--- config.mk ---
export PLATFORM = sky130hd
export DESIGN_NAME = fifo_flagged
export DESIGN_NICKNAME = d
export VERILOG_FILES = /design/src/rtl/fifo_flagged.sv
export SDC_FILE = /design/constraint.sdc
export NUM_CORES = 1
export LEC_CHECK = 0
export BUFFER_PORTS_ARGS = -buffer_cell sky130_fd_sc_hd__buf_2
export CORE_ASPECT_RATIO = 1.4
export CORE_MARGIN = 2
export CORE_UTILIZATION = 45
export CTS_CLUSTER_DIAMETER = 200
export DETAILED_ROUTE_END_ITERATION = 8
export PLACE_DENSITY_LB_ADDON = 0.05
export SLEW_MARGIN = 10
export SYNTH_ARGS = -nofsm -noshare
export SYNTH_HDL_FRONTEND = slang
export SYNTH_SLANG_ARGS = --single-unit
--- constraint.sdc ---
create_clock -name clk -period 7.5 [get_ports clk]
set_input_delay 0.75 -clock clk [delete_from_list [all_inputs] [get_ports clk]]
set_output_delay 0.75 -clock clk [all_outputs]
set_load 0.02 [all_outputs]
--- src/rtl/fifo_flagged.sv ---
// Synchronous first-word fall-through FIFO with occupancy count, programmable
// almost-full/almost-empty thresholds, sticky overflow/underflow and a synchronous flush.
module fifo_flagged #(
    parameter int FIFO_WIDTH  = 32,
    parameter int FIFO_DEPTH  = 8,
    parameter int FIFO_PNTR_W = 3,
    parameter int FIFO_CNTR_W = 4,
    parameter int AF_THRESH   = 6,
    parameter int AE_THRESH   = 2
) (
    input  logic                   clk,
    input  logic                   FIFO_clr_n,
    input  logic                   FIFO_reset_n,
    input  logic                   push,
    input  logic                   pop,
    input  logic [FIFO_WIDTH-1:0]  data_in,
    input  logic                   err_clr,
    output logic [FIFO_WIDTH-1:0]  data_out,
    output logic [FIFO_CNTR_W-1:0] cnt,
    output logic                   full,
    output logic                   empty,
    output logic                   almost_full,
    output logic                   almost_empty,
    output logic                   overflow,
    output logic                   underflow
);

    localparam logic [FIFO_CNTR_W-1:0] DEPTH_C = FIFO_CNTR_W'(FIFO_DEPTH);
    localparam logic [FIFO_CNTR_W-1:0] AF_C    = FIFO_CNTR_W'(AF_THRESH);
    localparam logic [FIFO_CNTR_W-1:0] AE_C    = FIFO_CNTR_W'(AE_THRESH);

    logic [FIFO_WIDTH-1:0]  mem [FIFO_DEPTH];
    logic [FIFO_PNTR_W-1:0] wptr;
    logic [FIFO_PNTR_W-1:0] rptr;
    logic [FIFO_CNTR_W-1:0] count;
    logic                   pop_ok;
    logic                   push_ok;

    // Flags come only from the registered count, never from push/pop.
    assign full         = (count == DEPTH_C);
    assign empty        = (count == '0);
    assign almost_full  = (count >= AF_C);
    assign almost_empty = (count <= AE_C);
    assign cnt          = count;
    assign data_out     = empty ? '0 : mem[rptr];

    // A push while full is still accepted when a pop frees the head slot this cycle.
    assign pop_ok  = pop && !empty;
    assign push_ok = push && (!full || pop_ok);

    always_ff @(posedge clk or negedge FIFO_clr_n) begin
        if (!FIFO_clr_n) begin
            wptr      <= '0;
            rptr      <= '0;
            count     <= '0;
            overflow  <= 1'b0;
            underflow <= 1'b0;
        end else if (!FIFO_reset_n) begin
            wptr      <= '0;
            rptr      <= '0;
            count     <= '0;
            overflow  <= 1'b0;
            underflow <= 1'b0;
        end else begin
            if (push_ok) begin
                wptr <= wptr + 1'b1;
            end
            if (pop_ok) begin
                rptr <= rptr + 1'b1;
            end
            case ({push_ok, pop_ok})
                2'b10:   count <= count + 1'b1;
                2'b01:   count <= count - 1'b1;
                default: count <= count;
            endcase
            overflow  <= (overflow && !err_clr) || (push && !push_ok);
            underflow <= (underflow && !err_clr) || (pop && !pop_ok);
        end
    end

    // Storage carries no reset; stale words are hidden by the empty mask on data_out.
    always_ff @(posedge clk) begin
        if (push_ok && FIFO_reset_n && FIFO_clr_n) begin
            mem[wptr] <= data_in;
        end
    end

endmodule

==> results.yml, run 1 <==
die:
  dieWidth_um: 133
  core-area_sq_um: 23000
  die_h_um: 184
  io-pin-count: 80
  row_count: 66
  dieArea_sq_um: 24500
  initial_utilization_pct: 45.4
sta:
  clock_skew_ns: 0.0104
  fin_crit_sh_pct: 51.9
  hold_viol: 0
  worstMarginPinSlew_ns: 1.04
  setup_tns_ns: 0
  rsz0062_at_grt: "no"
  slew_violations: 0
  hold_ws_ns: 0.147
  max_slew_margin_pct: 30.4
  period_needed_ns: 3.89
  max_freq_ghz: 0.257
  setup_violations: 0
  fin_ws_ns: 3.61
critical_path:
  worstSetupPathType: "flip-flop to output port"
  reg2reg_depth: 5
  arrival_ns: 3.14
  worst_setup_path_start_kind: "flip-flop"
  crit_start: "rptr[0]"
  critPathSlowestCell: "buf_4"
  r2r_start: "cnt[0]"
  path_max_fanout: 44
  worst_setup_path_end_kind: "output port"
  cp_cell_sequence: "buf_4 > mux4_2 > mux2i_1 > nor2_1 > buf_2"
  worst_path_largest_cell_delay_ns: 0.77
  worstPathRequired_ns: 6.75
global_routing:
  grt.overflow.total: 0
  grt_pass1_vias: 5419
  grt_use_total_pct: 17.7
  antenna_found_initial: 2
  grt_max_degree: 67
  grt_first_pass_wirelength_um: 32500
route:
  dr.pass1.iters: 5
  drc: 0
  post_drt_wl_per_cell_um: 23.2
  via_count: 5026
  wirelength_um: 21100
  viasPerCell: 5.51
  ant_nets: 0
  drt_iter0_markers: 345
power_and_ir_drop:
  p_leak_nw: 3.90
  peakVddDrop_mv: 0.301
  powerDensity_nw_per_um2: 314
synthesis:
  ys_seq_area_share_pct: 76.3
  ys.flop_type: "edfxtp_1"
  synth.cell_area_sq_um: 10500
  avgSynthCellArea_sq_um: 21.2
  synth_edf_count: 256
  yosysTopAreaCellShare_pct: 73.4
  synth_cells: 494
  synth_top_area_cell: "edfxtp_1"
  synthTopCellsByArea: "edfxtp_1 73%, mux4_2 14%, mux2i_1 3.3%"
  ys_types: 36
  ys_warn_count: 0
  ys_ff_latch: 268
  synth_async_sr_flop_share_pct: 4.48
  synth_nets: 537
place:
  port_buffers: 79
  postPlaceCellArea_sq_um: 11300
  hpwlAfterDp_um: 11200
  globalplace.congestion: 0.709
  dp_slack_ns: 4.01
clocking:
  cts_hold_buf: 0
  postCtsSetupBuffers: 0
  cts.sinks: 268
  root_buffer: "clkbuf_16"
  cts-resized-gates: 0
  numCtsBuffers: 26
  cts_buffer_depth: 3
  insertion_delay_ns: 0.51
  cts_tree: "built"
  clkSlewWorstSetupHoldPaths_ns: 0.07
  cts.htree.levels: 1
cells_and_area:
  nets: 631
  fin_area_sq_um: 12100
  syn2layout_area_growth_pct: 15.5
  drive_gt1_share_pct: 33.1
worst_hold_path:
  hold_path.class: "input port to async pin"
run:
  max-cap-violations: 0
outcome:
  status: "complete, no violations"
==> registers in the layout (all words and copies together) (netlist names) <==
name	cells
overflow	1
underflow	1
mem	256
wptr	3
rptr	3
cnt	4
==> power breakdown <==
part	internal [W]	leakage, nW	total (W)	switching (W)
sequential	0.00167	2.46	0.00175	0.0000779
combinational	0.000343	1.05	0.000820	0.000477
clock	0.000717	0.388	0.00124	0.000518
total	0.00273	3.90	0.00380	0.00107
==> per-layer routing <==
layer	global-route usage, %	part of all wire, %
met2	30.5	51
met4	3.91	1.2
met1	24.2	44
met3	2.70	4.1
met5	0	0.062
==> worst paths after layout <==
kind	end	slack (ns)
max	data_out[0]	3.61
min	underflow	0.15
max reg2reg	mem[2][2]	4.46
min reg2reg	overflow	0.54
max in group asynchronous	rptr[0]	7.04
min in group clk	overflow	0.50
==> worst max-delay path, delay by kind of cell, from the launching register on <==
family / cells / cell delay, ns
buffers and inverters: 2 / 0.94
flip-flops: 1 / 0.73
multiplexers: 2 / 0.84
AND/OR/NAND/NOR: 1 / 0.06
==> cells by family (layout without fill, tap and decap cells) <==
family / Yosys count / count (layout) / share of synthesized area, %
AOI/OAI and AO/OA: 17 / 17 / 1.28
muxes: 98 / 98 / 17.0
xor gates and xnor gates: 5 / 5 / 0.418
DFF: 268 / 268 / 76.3
and+or+nand+nor: 73 / 73 / 3.19
buffers and inverters: 28 / 139 / 1.15
other: 0 / 1 / 0
adders and majority gates: 5 / 5 / 0.669
==> synth_stat cells (4+ instances only) <==
cell and count:
nand3_1 6, ha_1 4, nor2_1 47, mux4_2 64
mux2i_1 34, a21oi_1 4, dfrtp_1 12, buf_2 12
nand2_1 5, edfxtp_1 256, clkbuf_1 11
==> metrics by stage <==
step                      std cells  util, %  total power (W)
after global routing            911     52.5          0.00398
after floorplan                 494        -          0.00235
final                           912     52.5          0.00380
after global placement          866     49.0          0.00262
after detailed placement        866     49.0          0.00262
after CTS                       911     52.5          0.00386
==> cell usage in the layout (no fill, tap or decap), types with 4 or more instances in the layout <==
cell,netlist,layout
edfxtp_1,256,256
clkinv_1,1,11
nor2_1,47,43
mux2i_1,34,34
buf_4,0,12
a21oi_1,4,4
buf_2,12,79
nand2_1,5,5
dfrtp_1,12,9
mux4_2,64,64
clkbuf_16,0,27
nor2_4,0,4
nand3_1,6,6
ha_1,4,4
==> cell type report <==
| type | count | area [sq um] |
|---|---|---|
| tap | 306 | 383 |
| timing repair buffer | 91 | 485 |
| multi-input combinational | 198 | 2420 |
| antenna | 1 | 2.50 |
| clock inverter | 15 | 115 |
| clock buffer | 30 | 687 |
| fill | 1847 | 10900 |
| inverter | 3 | 11.3 |
| sequential | 268 | 8000 |
Note: power is estimated with default switching activity, not from simulation.
==> run 2, diff against run 1 <==
Settings changed: ABC_AREA set to 1.
Clock period 7.5 ns to 3.36 ns, I/O delays scaled along.
==> results.yml, run 2 <==
critical_path:
  worst_setup_path_end_kind: "output port"
  worst_setup_path_start_kind: "flip-flop"
  reg2reg_slack_ns: 0.89
  worstSetupPathType: "flip-flop to output port"
  worst_path_largest_cell_delay_ns: 0.86
  setup.worst_path.end: "data_out[10]"
  r2r_start: "cnt[0]"
  arrival_ns: 2.54
  crit_start: "rptr[1]"
  cpMostUsedCell: "nor2_1"
  path_depth: 6
  cp_cell_sequence: "buf_4 > o21ai_0 > o21ai_1 > nor2_1 > nor2_1 > buf_2"
  path_max_fanout: 62
  rr_endpoint: "cnt[3]"
  path_buf_inv: 2
  critical-path-top-delay-family: "flip-flops"
  worstPathRequired_ns: 3.02
  reg2reg_depth: 13
  critPathSlowestCell: "dfrtp_4"
die:
  core-area_sq_um: 23900
  io-pin-count: 80
  initial_utilization_pct: 45.5
  dieArea_sq_um: 25500
  dieWidth_um: 135
  die_h_um: 188
  row_count: 67
synthesis:
  synth_top_area_cell: "edfxtp_1"
  synthTopCellsByCount: "259 x nor2_1, 256 x edfxtp_1, 167 x o21ai_0, 64 x o21ai_1, 23 x nand2_1"
  synth.cell_area_sq_um: 10900
  synth_cells: 897
  ys_warn_count: 0
  synthTopCellsByArea: "edfxtp_1 71%, nor2_1 8.9%, o21ai_0 7.7%"
  ys_seq_area_share_pct: 73.4
  synth_nets: 940
  yosysMostFrequentCell: "nor2_1"
  ys_ff_latch: 268
  avgSynthCellArea_sq_um: 12.1
  ys_types: 28
  synth_edf_count: 256
  synth_async_sr_flop_share_pct: 4.48
  ys.flop_type: "edfxtp_1"
  yosysTopAreaCellShare_pct: 70.7
place:
  port_buffers: 79
  postPlaceCellArea_sq_um: 11600
  hpwlAfterDp_um: 13500
  dp_slack_ns: 0.879
  globalplace.congestion: 0.810
power_and_ir_drop:
  peakVddDrop_mv: 0.720
  powerDensity_nw_per_um2: 751
  p_leak_nw: 4.41
  p_total_w: 0.00934
global_routing:
  grt_first_pass_wirelength_um: 38300
  antenna_found_initial: 3
  grt_pass1_vias: 6943
  grt_max_degree: 130
  grt_use_total_pct: 19.4
  grt.overflow.total: 0
cells_and_area:
  nets: 1020
  fill_cells: 2108
  largest_reg_flops: 256
  layout.cells.most_common_list: "259 x nor2_1, 256 x edfxtp_1, 167 x o21ai_0, 79 x buf_2, 64 x o21ai_1"
  regMostFlops: "mem"
  syn2layout_area_growth_pct: 14.4
  drive_gt1_share_pct: 15.9
  mostFrequentLayoutCell: "nor2_1"
  fin_area_sq_um: 12400
route:
  drt_iter0_markers: 469
  viasPerCell: 5.27
  dr.pass1.iters: 5
  ant_nets: 0
  post_drt_wl_per_cell_um: 18.6
  via_count: 6896
  drc: 0
  wirelength_um: 24400
clocking:
  postCtsSetupBuffers: 0
  cts_tree: "built"
  insertion_delay_ns: 0.52
  cts.sinks: 268
  numCtsBuffers: 26
  root_buffer: "clkbuf_16"
  cts_buffer_depth: 3
  cts.htree.levels: 1
  clkSlewWorstSetupHoldPaths_ns: 0.06
sta:
  setup_tns_ns: 0
  fin_ws_ns: 0.479
  max_freq_ghz: 0.347
  max_slew_margin_pct: 56.3
  worstMarginPinSlew_ns: 0.655
  clock_skew_ns: 0.0180
  slew_violations: 0
  hold_ws_ns: 0.0834
  fin_crit_sh_pct: 85.7
  hold_viol: 0
  setup_violations: 0
  rsz0062_at_grt: "no"
  period_needed_ns: 2.88
run:
  max-cap-violations: 0
outcome:
  status: "complete, no violations"
worst_hold_path:
  hold_path.class: "input port to flip-flop"
==> run 2: changes by cell type in the layout (fill, tap and decap cells not counted), moves of 4 or more <==
cell / before / now
clkinv_2: 2 / 6
o21ai_0: 1 / 167
nand2_1: 5 / 23
buf_4: 12 / 23
nor3_2: 2 / 8
mux4_2: 64 / 0
o21ai_1: 1 / 64
nand4_1: 0 / 6
mux2i_1: 34 / 0
inv_1: 2 / 21
nor2_1: 43 / 259
nor2_4: 4 / 0
==> run 2: logic make-up (layout without fill, tap and decap cells) <==
group	count (synthesis)	after routing	share of synthesized area [%]
simple gates	311	311	11.4
flops	268	268	73.4
compound gates	236	236	10.9
buf+inv	75	175	3.46
fa+ha+maj	5	5	0.644
xor+xnor	2	2	0.161
other cells	0	2	0
==> run 2: repair_timing <==
| item | in CTS | in global routing |
|---|---|---|
| hold buffers | 1 | 0 |
| gates resized for setup | 0 | 0 |
| endpoints found under the hold margin | 12 | 0 |
==> run 2: worst min-delay path by stage <==
stage / cells past startpoint / endpoint / start / slack, ns
finish: 1 / mem[4][22] / data_in[22] / 0.08
global route: 1 / mem[7][25] / data_in[25] / 0.08
CTS: 1 / mem[0][22] / data_in[22] / 0.06
detailed placement: 1 / cnt[1] / FIFO_clr_n / 0.25
global placement: 1 / rptr[2] / FIFO_clr_n / 0.25
floorplan: 0 / cnt[0] / FIFO_clr_n / 0.04
==> run 2: area by class of cell <==
type	instances	area, sq um	area share, %
Antenna cell	2	5.00	0.0402
Clock buffer	32	694	5.58
Clock inverter	16	104	0.835
Inverter	22	83.8	0.674
Multi-Input combinational cell	554	2550	20.5
Sequential cell	268	8000	64.3
Tap cell	310	388	3.12
Timing Repair Buffer	105	618	4.97
==> run 2: power by group <==
| group | switching [W] | internal [W] | total [W] |
|---|---|---|---|
| logic | 0.00196 | 0.000826 | 0.00279 |
| clock network | 0.00118 | 0.00154 | 0.00272 |
| registers | 0.0000949 | 0.00373 | 0.00382 |
| total | 0.00324 | 0.00610 | 0.00934 |
==> run 2: per-layer routing <==
layer / track usage (%) / wire, um / vias up / share of wire, %
met5: 0 / 0 / - / 0
met4: 4.85 / 421 / 0 / 1.7
met3: 2.65 / 809 / 33 / 3.3
met2: 34.6 / 12500 / 116 / 51
met1: 24.8 / 10600 / 3404 / 44
li1: - / - / 3343 / -
==> run 2: through the flow <==
stage                     utilization (%)  std cells
after floorplan                         -        897
after global placement               48.7       1258
after detailed placement             48.7       1258
after CTS                            52.1       1307
after global routing                 52.1       1309
final                                52.1       1309
